[src/rtl/fetch_pkg.sv]
// Shared types for the instruction fetch unit: opcode classes,
// buffered entry layout and the opcode classifier.
package fetch_pkg;

    typedef enum logic [1:0] {
        TYPE_ALU_I   = 2'd0,
        TYPE_ALU_R   = 2'd1,
        TYPE_MEM     = 2'd2,
        TYPE_ILLEGAL = 2'd3
    } instr_type_e;

    localparam logic [6:0] OPC_ALU_I = 7'h13;
    localparam logic [6:0] OPC_ALU_R = 7'h33;
    localparam logic [6:0] OPC_MEM   = 7'h03;

    // Widest word address an entry can carry; the top
    // narrows it to the real PC width.
    localparam int PC_MAX_W = 16;

    typedef struct packed {
        logic [31:0]         instr;
        logic [PC_MAX_W-1:0] pc;
        instr_type_e         itype;
    } fetch_entry_t;

    function automatic instr_type_e classify(
        input logic [6:0] opc
    );
        instr_type_e t;
        t = TYPE_ILLEGAL;
        unique case (1'b1)
            (opc == OPC_ALU_I): t = TYPE_ALU_I;
            (opc == OPC_ALU_R): t = TYPE_ALU_R;
            (opc == OPC_MEM):   t = TYPE_MEM;
            default:            t = TYPE_ILLEGAL;
        endcase
        return t;
    endfunction

endpackage

[src/rtl/instr_fetch_unit_if.sv]
// Fetch-to-decoder handshake: valid/ready plus head payload.
// master = fetch unit (drives payload), slave = decoder.
interface instr_fetch_unit_if #(
    parameter int MEM_DEPTH = 64
);
    import fetch_pkg::*;

    localparam int PC_W = $clog2(MEM_DEPTH);

    logic            out_valid;
    logic            out_ready;
    logic [31:0]     out_instr;
    logic [PC_W-1:0] out_pc;
    instr_type_e     out_type;

    modport master (
        output out_valid,
        output out_instr,
        output out_pc,
        output out_type,
        input  out_ready
    );

    modport slave (
        input  out_valid,
        input  out_instr,
        input  out_pc,
        input  out_type,
        output out_ready
    );

endinterface

[src/rtl/fetch_fifo.sv]
// Synchronous prefetch FIFO, type-parameterised entries.
// Ports: clock, reset (async high), push/din, pop/dout, count, empty.
module fetch_fifo #(
    parameter int  DEPTH = 4,
    parameter type T     = logic [31:0]
) (
    input  logic                   clock,
    input  logic                   reset,
    input  logic                   push,
    input  T                       din,
    input  logic                   pop,
    output T                       dout,
    output logic [$clog2(DEPTH):0] count,
    output logic                   empty
);

    localparam int AW = $clog2(DEPTH);

    T             mem [DEPTH];
    logic [AW-1:0] wr_ptr;
    logic [AW-1:0] rd_ptr;
    logic          full;
    logic          do_pop;

    assign empty  = (count == '0);
    assign full   = (count == (AW+1)'(DEPTH));
    assign do_pop = pop && !empty;
    assign dout   = mem[rd_ptr];

    // Storage needs no reset: nothing reads it while empty.
    always_ff @(posedge clock) begin
        if (push) begin
            mem[wr_ptr] <= din;
        end
    end

    always_ff @(posedge clock or posedge reset) begin
        if (reset) begin
            wr_ptr <= '0;
            rd_ptr <= '0;
            count  <= '0;
        end else begin
            if (push) begin
                wr_ptr <= wr_ptr + AW'(1);
            end
            if (do_pop) begin
                rd_ptr <= rd_ptr + AW'(1);
            end
            unique case ({push, do_pop})
                2'b10:   count <= count + (AW+1)'(1);
                2'b01:   count <= count - (AW+1)'(1);
                default: count <= count;
            endcase
        end
    end

    // Upstream credit accounting must never let this happen.
    a_no_overflow: assert property (
        @(posedge clock) disable iff (reset)
        !(push && full)
    );

endmodule

[src/rtl/instr_fetch_unit.sv]
// Instruction fetch: pulls words from memory via next_op/instr_in,
// tags them with pc and opcode class, buffers them, and offers the
// head to the decoder over valid/ready.
// Ports: clock, reset (async high), fetch_en, next_op, instr_in,
//        dec (master handshake: out_valid/ready/instr/pc/type),
//        fifo_count; with FETCH_PERF_CNT_EN also perf_fetched and
//        perf_stall (saturating 32-bit counters).
// The memory shares this reset (its reset_n is ~reset).
module instr_fetch_unit
    import fetch_pkg::*;
#(
    parameter int MEM_DEPTH  = 64,
    parameter int FIFO_DEPTH = 4
) (
    input  logic                        clock,
    input  logic                        reset,
    input  logic                        fetch_en,
    output logic                        next_op,
    input  logic [31:0]                 instr_in,
    instr_fetch_unit_if.master          dec,
    output logic [$clog2(FIFO_DEPTH):0] fifo_count
`ifdef FETCH_PERF_CNT_EN
    ,
    output logic [31:0]                 perf_fetched,
    output logic [31:0]                 perf_stall
`endif
);

    localparam int PC_W  = $clog2(MEM_DEPTH);
    localparam int CNT_W = $clog2(FIFO_DEPTH) + 1;

    logic [PC_W-1:0] issue_pc;
    logic [PC_W-1:0] req_pc;
    logic [PC_W-1:0] next_pc;
    logic            inflight;
    logic [CNT_W:0]  used;
    logic            push;
    logic            pop;
    logic            empty;
    fetch_entry_t    entry;
    fetch_entry_t    head;
    logic            unused_pc_hi;

    // Buffered plus in-flight words; a pop this cycle does not
    // release credit until the count has actually dropped.
    assign used = {1'b0, fifo_count} + {{CNT_W{1'b0}}, inflight};

    assign next_op = fetch_en && !reset &&
                     (used < (CNT_W+1)'(FIFO_DEPTH));

    assign next_pc = (issue_pc == PC_W'(MEM_DEPTH - 1)) ?
                     '0 : issue_pc + PC_W'(1);

    always_ff @(posedge clock or posedge reset) begin
        if (reset) begin
            issue_pc <= '0;
            req_pc   <= '0;
            inflight <= 1'b0;
        end else begin
            inflight <= next_op;
            if (next_op) begin
                req_pc   <= issue_pc;
                issue_pc <= next_pc;
            end
        end
    end

    // Memory answers one cycle after the request: capture then only.
    assign push = inflight;

    always_comb begin
        entry       = '0;
        entry.instr = instr_in;
        entry.pc    = PC_MAX_W'(req_pc);
        entry.itype = classify(instr_in[6:0]);
    end

    assign pop = dec.out_ready;

    fetch_fifo #(
        .DEPTH (FIFO_DEPTH),
        .T     (fetch_entry_t)
    ) u_fifo (
        .clock (clock),
        .reset (reset),
        .push  (push),
        .din   (entry),
        .pop   (pop),
        .dout  (head),
        .count (fifo_count),
        .empty (empty)
    );

    // Payload is forced to its idle value while nothing is buffered.
    assign dec.out_valid = !empty;
    assign dec.out_instr = empty ? '0 : head.instr;
    assign dec.out_pc    = empty ? '0 : head.pc[PC_W-1:0];
    assign dec.out_type  = empty ? TYPE_ILLEGAL : head.itype;

    assign unused_pc_hi = ^head.pc;

`ifdef FETCH_PERF_CNT_EN
    always_ff @(posedge clock or posedge reset) begin
        if (reset) begin
            perf_fetched <= '0;
            perf_stall   <= '0;
        end else begin
            if (push && (perf_fetched != '1)) begin
                perf_fetched <= perf_fetched + 32'd1;
            end
            if (dec.out_ready && empty && (perf_stall != '1)) begin
                perf_stall <= perf_stall + 32'd1;
            end
        end
    end
`endif

endmodule

[src/flat_wrapper.sv]
// flat-port wrapper written by rule: the top's interface ports become plain ports
module instr_fetch_unit_flat import fetch_pkg::*;
#(
    parameter int MEM_DEPTH  = 64,
    parameter int FIFO_DEPTH = 4
)
  (clock, reset, fetch_en, next_op, instr_in, fifo_count, dec_out_valid, dec_out_instr, dec_out_pc, dec_out_type, dec_out_ready);
  instr_fetch_unit_if #(.MEM_DEPTH(MEM_DEPTH)) dec_i ();
  input  logic clock;
  input  logic reset;
  input  logic fetch_en;
  output logic next_op;
  input  logic [31:0] instr_in;
  output logic [$clog2(FIFO_DEPTH):0] fifo_count;
  output wire logic [$bits(dec_i.out_valid)-1:0] dec_out_valid;
  output wire logic [$bits(dec_i.out_instr)-1:0] dec_out_instr;
  output wire logic [$bits(dec_i.out_pc)-1:0] dec_out_pc;
  output wire logic [$bits(dec_i.out_type)-1:0] dec_out_type;
  input wire logic [$bits(dec_i.out_ready)-1:0] dec_out_ready;
  assign dec_out_valid = dec_i.out_valid;
  assign dec_out_instr = dec_i.out_instr;
  assign dec_out_pc = dec_i.out_pc;
  assign dec_out_type = dec_i.out_type;
  assign dec_i.out_ready = dec_out_ready;
  instr_fetch_unit #(.MEM_DEPTH(MEM_DEPTH), .FIFO_DEPTH(FIFO_DEPTH)) u_core (.clock(clock), .reset(reset), .fetch_en(fetch_en), .next_op(next_op), .instr_in(instr_in), .dec(dec_i), .fifo_count(fifo_count));
endmodule
[config.mk]
export PLATFORM = sky130hd
export DESIGN_NAME = instr_fetch_unit_flat
export DESIGN_NICKNAME = d
export VERILOG_FILES = /design/src/rtl/fetch_pkg.sv /design/src/rtl/instr_fetch_unit_if.sv /design/src/rtl/fetch_fifo.sv /design/src/rtl/instr_fetch_unit.sv /design/src/flat_wrapper.sv
export SDC_FILE = /design/constraint.sdc
export NUM_CORES = 1
export LEC_CHECK = 0
export CAP_MARGIN = 20
export CORE_AREA = 2 2 112 114
export CTS_CLUSTER_SIZE = 28
export DETAILED_ROUTE_END_ITERATION = 8
export DIE_AREA = 0 0 114 116
export GPL_TIMING_DRIVEN = 1
export PLACE_DENSITY = 0.87
export SLEW_MARGIN = 30
export SYNTH_ARGS = -nofsm -noshare
export SYNTH_HDL_FRONTEND = slang
export SYNTH_SLANG_ARGS = --single-unit
[constraint.sdc]
create_clock -name clock -period 6.2 [get_ports clock]
set_input_delay 0.93 -clock clock [delete_from_list [all_inputs] [get_ports clock]]
set_output_delay 0.93 -clock clock [all_outputs]
set_load 0.05 [all_outputs]
Yosys cells after proc, flatten, opt, wreduce, memory -nomap -nowiden
Memory sizes are Yosys's and may differ from the RTL's. Index checks and enable logic that the tools add are counted.

Flip-flop bits (word level): 20. RAM bits: 160. Input port bits: 36. Output and inout bits: 45. Logic and storage cells: 35. Memories kept: 1.

Memory list: u_core.u_fifo.mem (depth 4, bits a word 40, rd ports 1, clocked after Yosys merged registers in 0, write ports 1, line fetch_fifo.sv:19) `T mem [DEPTH];`.

$add $sub $neg: 6. Magnitude comparators: 1. Eq/ne operators: 6. Muxes and demuxes: 8. Reductions and logical operators: 7.

Operators with widths (number): $mux 32 (1); $mux 6 (2); $eq 7x2->1 const B (1); $eq 7x5->1 const B (1); $eq 7x6->1 const B (1); $add 6x1->6 const B (1); $eq 6x6->1 const B (1); $pmux 2 s3 (1); $pmux 3 s2 (1); $add 2x1->2 const B (2); $add 3x1->4 (1); $lt 4x3->1 const B (1); $add 3x1->3 const B (1); $logic_and 1x1->1 (3); $logic_not 3->1 (1); $sub 3x1->3 const B (1); $eq 2x1->1 const B (1); $eq 2x2->1 const B (1); $logic_not 1->1 (2); $mux 1 (2); $mux 2 (1); $reduce_bool 2->1 (1).

Depth between registers and ports, before layout
Depth after elaboration: 5. Depth in mapped cells: 9. Depth with buffers taken out: 9.

By module
From an unflattened synthesis, not the netlist that was laid out.

Cells, all modules: 396. Area, all modules: 8574.5 um^2.

By module, submodules not included: fetch_fifo (instances 1, cells each 299, area each 7681.1 um^2); instr_fetch_unit (instances 1, cells each 97, area each 893.4 um^2).

Worst setup path after synthesis
OpenSTA, ideal clock, no wires.

Path kind: flip-flop to output port. Start: register u_core.u_fifo.count[0]. End: output port dec_out_instr[22]. Data arrival time: 2.025 ns. Required time: 5.270 ns. Slack: 3.245 ns. Cell stages (with the launch flop): 5. Buffers on the path: 1. Cell sequence: dfrtp_1 -> nor3_1 -> inv_1 -> clkbuf_1 -> and2_1.

Cells in the longest elaborated chain, start to end: 2.

RTL lines: start: declaration (line fetch_fifo.sv:13) `output logic [$clog2(DEPTH):0] count,`; start signal: assignment (line fetch_fifo.sv:50) `2'b10: count <= count + (AW+1)'(1);`; start signal: assignment (line fetch_fifo.sv:51) `2'b01: count <= count - (AW+1)'(1);`; start signal: assignment (line fetch_fifo.sv:52) `default: count <= count;`; $logic_not 3->1 (line fetch_fifo.sv:25) `assign empty = (count == '0);`; $mux 32 (line instr_fetch_unit.sv:96) `assign dec.out_instr = empty ? '0 : head.instr;`; end: declaration (line flat_wrapper.sv:16) `output wire logic [$bits(dec_i.out_instr)-1:0] dec_out_instr;`.

Every way passes these cells.

Worst setup path in the final report
Start: register u_core.u_fifo.rd_ptr[0]. End: output port dec_out_type[0].

Cells in the longest elaborated chain, start to end: 2.

RTL lines: start: declaration (line fetch_fifo.sv:21) `logic [AW-1:0] rd_ptr;`; start signal: assignment (line fetch_fifo.sv:47) `rd_ptr <= rd_ptr + AW'(1);`; $mem_v2 4x40; $mux 2 (line instr_fetch_unit.sv:98) `assign dec.out_type = empty ? TYPE_ILLEGAL : head.itype;`; end: declaration (line flat_wrapper.sv:18) `output wire logic [$bits(dec_i.out_type)-1:0] dec_out_type;`.

Every way passes these cells.

==> run summary <==
=================================================================================
Clock sink count                                                              180
Most used standard cell by instance count after synthesis                edfxtp_1
Cell-internal power                                                       2.85 mW
Die span in y                                                              116 um
Count of vias placed by the detailed router                                  3443
Final weighted congestion in routability-driven placement                   0.738
Worst slew pin tran                                                      0.759 ns
Hold Buf Count CTS                                                              0
Min-Delay Path Class                                                 register to register
Standard-cell row count                                                        40
Global-route wire length before repair                                   20000 um
Total clock buffers created by CTS                                             17
Run status                                                           finished, final reports clean
Count of state elements after synthesis                                       180
Arr. time, crit path                                                      3.37 ns
Clock network fraction of design power                                      23.9%
Share of post-route cells with drive strength above 1                       15.6%
Top_reg_cell synth                                                       edfxtp_1
Largest fanout on the critical path                                            23
Post-Syn Nets                                                                 397
Number of routed nets with antenna violations                                   0
Avg WL per Cell                                                           22.2 um
Number of setup violations in the final report                                  0
Nature of the critical path endpoint                                 primary output
Nets                                                                          480
Chip width                                                                 114 um
Switching power share of the total                                          36.7%
Number of global-route vias before repair                                    3575
Kind of critical path                                                register to primary output
Global route overflow                                                           0
WP data required                                                          5.27 ns
Slew HR                                                                     49.3%
Highest Clock Rate                                                      0.232 GHz
Worst vdd ir                                                             0.348 mV
Cell types occupying the most area after synthesis                   edfxtp_1, mux4_2, dfrtp_1
Area growth from synthesis to final layout                                  20.6%
Worst-Skew Late Latency                                                   0.42 ns
Area of the die                                                         13200 um2
Post-synth cell types                                                          32
Total power after layout                                                  4.51 mW
Number of synthesized flops with an enable pin                                160
Logic pwr share                                                             39.6%
Most common library cells after synthesis                            edfxtp_1, and2_1, mux4_2
Final Max Slew Viols                                                            0
Buffers on Ports                                                               80
Share of synthesized flip-flops with an asynchronous set or reset           11.1%
Layout Skew                                                            0.00828 ns
Max_cap viols                                                                   0
Hold Fails Final Rpt                                                            0
Sequential fraction of the synthesis area                                   75.0%
Maximum number of pins on one net before global-route repair                   42
Setup repair after global routing missed its margin                         false
IO Pins                                                                        81
Antenna violations before repair                                                0
Count of fill cells added during filler insertion                             724
Cell count after synthesis                                                    354
Synthesized area per cell                                                20.0 um2
Reported leakage power                                                    2.92 nW
Period utilization                                                          69.4%
Switching pwr                                                             1.65 mW
Detailed Route Iter0 Violations                                               259
Multi-input gate area in the final layout                                1600 um2
Antenna diode count                                                             0
Setup crit start kind                                                    register
Sequential Area                                                          5310 um2
Post-DR vias/cell                                                            5.77
Cells resized by post-CTS repair                                                0
DRC                                                                             0
Total routed wirelength                                                  13200 um
Library cell occupying the most area in the post-synthesis netlist       edfxtp_1
Part of the power in registers                                              36.5%
Share of Yosys cell area claimed by the top area cell type                  67.9%
Number of warnings printed during yosys synthesis                               0
Clock-pin slew on the worst setup and hold paths                          0.06 ns
Buffer cell driving the clock tree root                                 clkbuf_16
Initial standard-cell utilization of the core                               59.4%
Clock tree from TritonCTS                                                   built
Final worst path period need                                              4.30 ns
Post-Syn Area                                                            7070 um2
Total number of H-tree levels                                                   4
Setup Fix Bufs, Post-CTS                                                        0
Sum of negative setup slack                                                  0 ns
Half-perimeter wire length after placement                                7160 um
Overall global routing resource usage                                       21.3%
Pwr dens                                                               528 nW/um2
Core Box Area                                                           11900 um2
First-pass iteration count of the detailed router                               4
Clock tree buffer depth                                                         2
=================================================================================
==> layout by cell type, fill, tap and decap left out, types with 2 or more instances in the layout <==
cell type and instances:
and2_1 39, and2_4 4, bufinv_16 4, clkbuf_1 2, clkbuf_16 17, clkdlybuf4s50_1 80, clkinv_1 6, dfrtp_1 18
edfxtp_1 160, ha_1 6, inv_1 8, mux4_1 2, mux4_2 38, nand2_1 27, nand3_1 3, nor2_1 3
nor3_1 2, or2_1 2, xnor2_1 4, xor2_1 4
==> flip-flops by register name, indices dropped and copies added (netlist names) <==
register / flops
u_core.u_fifo.mem: 160
u_core.issue_pc: 6
u_core.req_pc: 6
u_core.u_fifo.count: 3
u_core.u_fifo.rd_ptr: 2
u_core.u_fifo.wr_ptr: 2
u_core.inflight: 1
==> path summary, 6_finish.rpt <==
check	from	to	slack, ns	depth (start not counted)
worst max-delay path	u_core.u_fifo.rd_ptr[0]	dec_out_type[0]	1.90	4
worst min-delay path	u_core.issue_pc[4]	u_core.issue_pc[4]	0.49	1
worst max register to register	u_core.u_fifo.count[0]	u_core.u_fifo.count[1]	3.35	7
worst min register to register	u_core.issue_pc[4]	u_core.issue_pc[4]	0.49	1
max in group asynchronous	reset	u_core.u_fifo.rd_ptr[1]	4.67	2
min in group asynchronous	reset	u_core.u_fifo.count[2]	0.97	2
==> critical path: stages, from the launching register on <==
cell	delay, ns
dfrtp_2	0.86
buf_4	0.52
mux4_1	0.65
or2_1	0.23
clkdlybuf4s50_1	0.70
==> stage by stage <==
stage	utilization, %	hold WS (ns)	instance area, um2	std cells	worst slack [ns]
3_5_place_dp	66.6	0.483	7930	565	2.25
5_1_grt	71.6	0.526	8530	597	1.68
6_report	71.6	0.489	8530	597	1.90
3_3_place_gp	66.5	0.483	7930	565	2.28
2_1_floorplan	-	0.460	7070	354	3.25
4_1_cts	71.6	0.491	8530	597	1.81
==> logic make-up (layout without fill, tap and decap cells) <==
group / Yosys count / after routing / synth area share [%]
and+or+nand+nor: 85 / 85 / 6.42
buffers and inverters: 26 / 122 / 2.53
AOI/OAI and AO/OA: 7 / 7 / 0.708
adders and majority gates: 7 / 7 / 1.34
DFF: 180 / 180 / 75.0
muxes: 41 / 41 / 13.0
xor gates and xnor gates: 8 / 8 / 0.991
==> cell type report <==
type | count | area share [%]
Clock inverter | 13 | 1.92
Clock buffer | 19 | 5.07
Inverter | 9 | 0.396
Tap cell | 147 | 2.16
Multi-Input combinational cell | 148 | 18.7
Timing Repair Buffer | 81 | 9.47
Sequential cell | 180 | 62.2
==> per-layer routing <==
layer / GRT usage, % / vias to the layer above / share of wire, %
met4: 7.89 / 0 / 1.3
met1: 27.3 / 1762 / 39
li1: - / 1538 / -
met2: 36.7 / 128 / 54
met3: 4.24 / 15 / 6.1
met5: 0 / - / 0
==> power groups by stage <==
stage          combinational (mW)  sequential [mW]  clock, mW
3_3_place_gp                 1.76             1.66          0
5_1_grt                      1.88             1.67       1.13
3_5_place_dp                 1.78             1.67          0
2_1_floorplan                1.38             1.58          0
4_1_cts                      1.81             1.65       1.09
6_report                     1.79             1.64       1.08
Power figures use the tool's default switching activity.
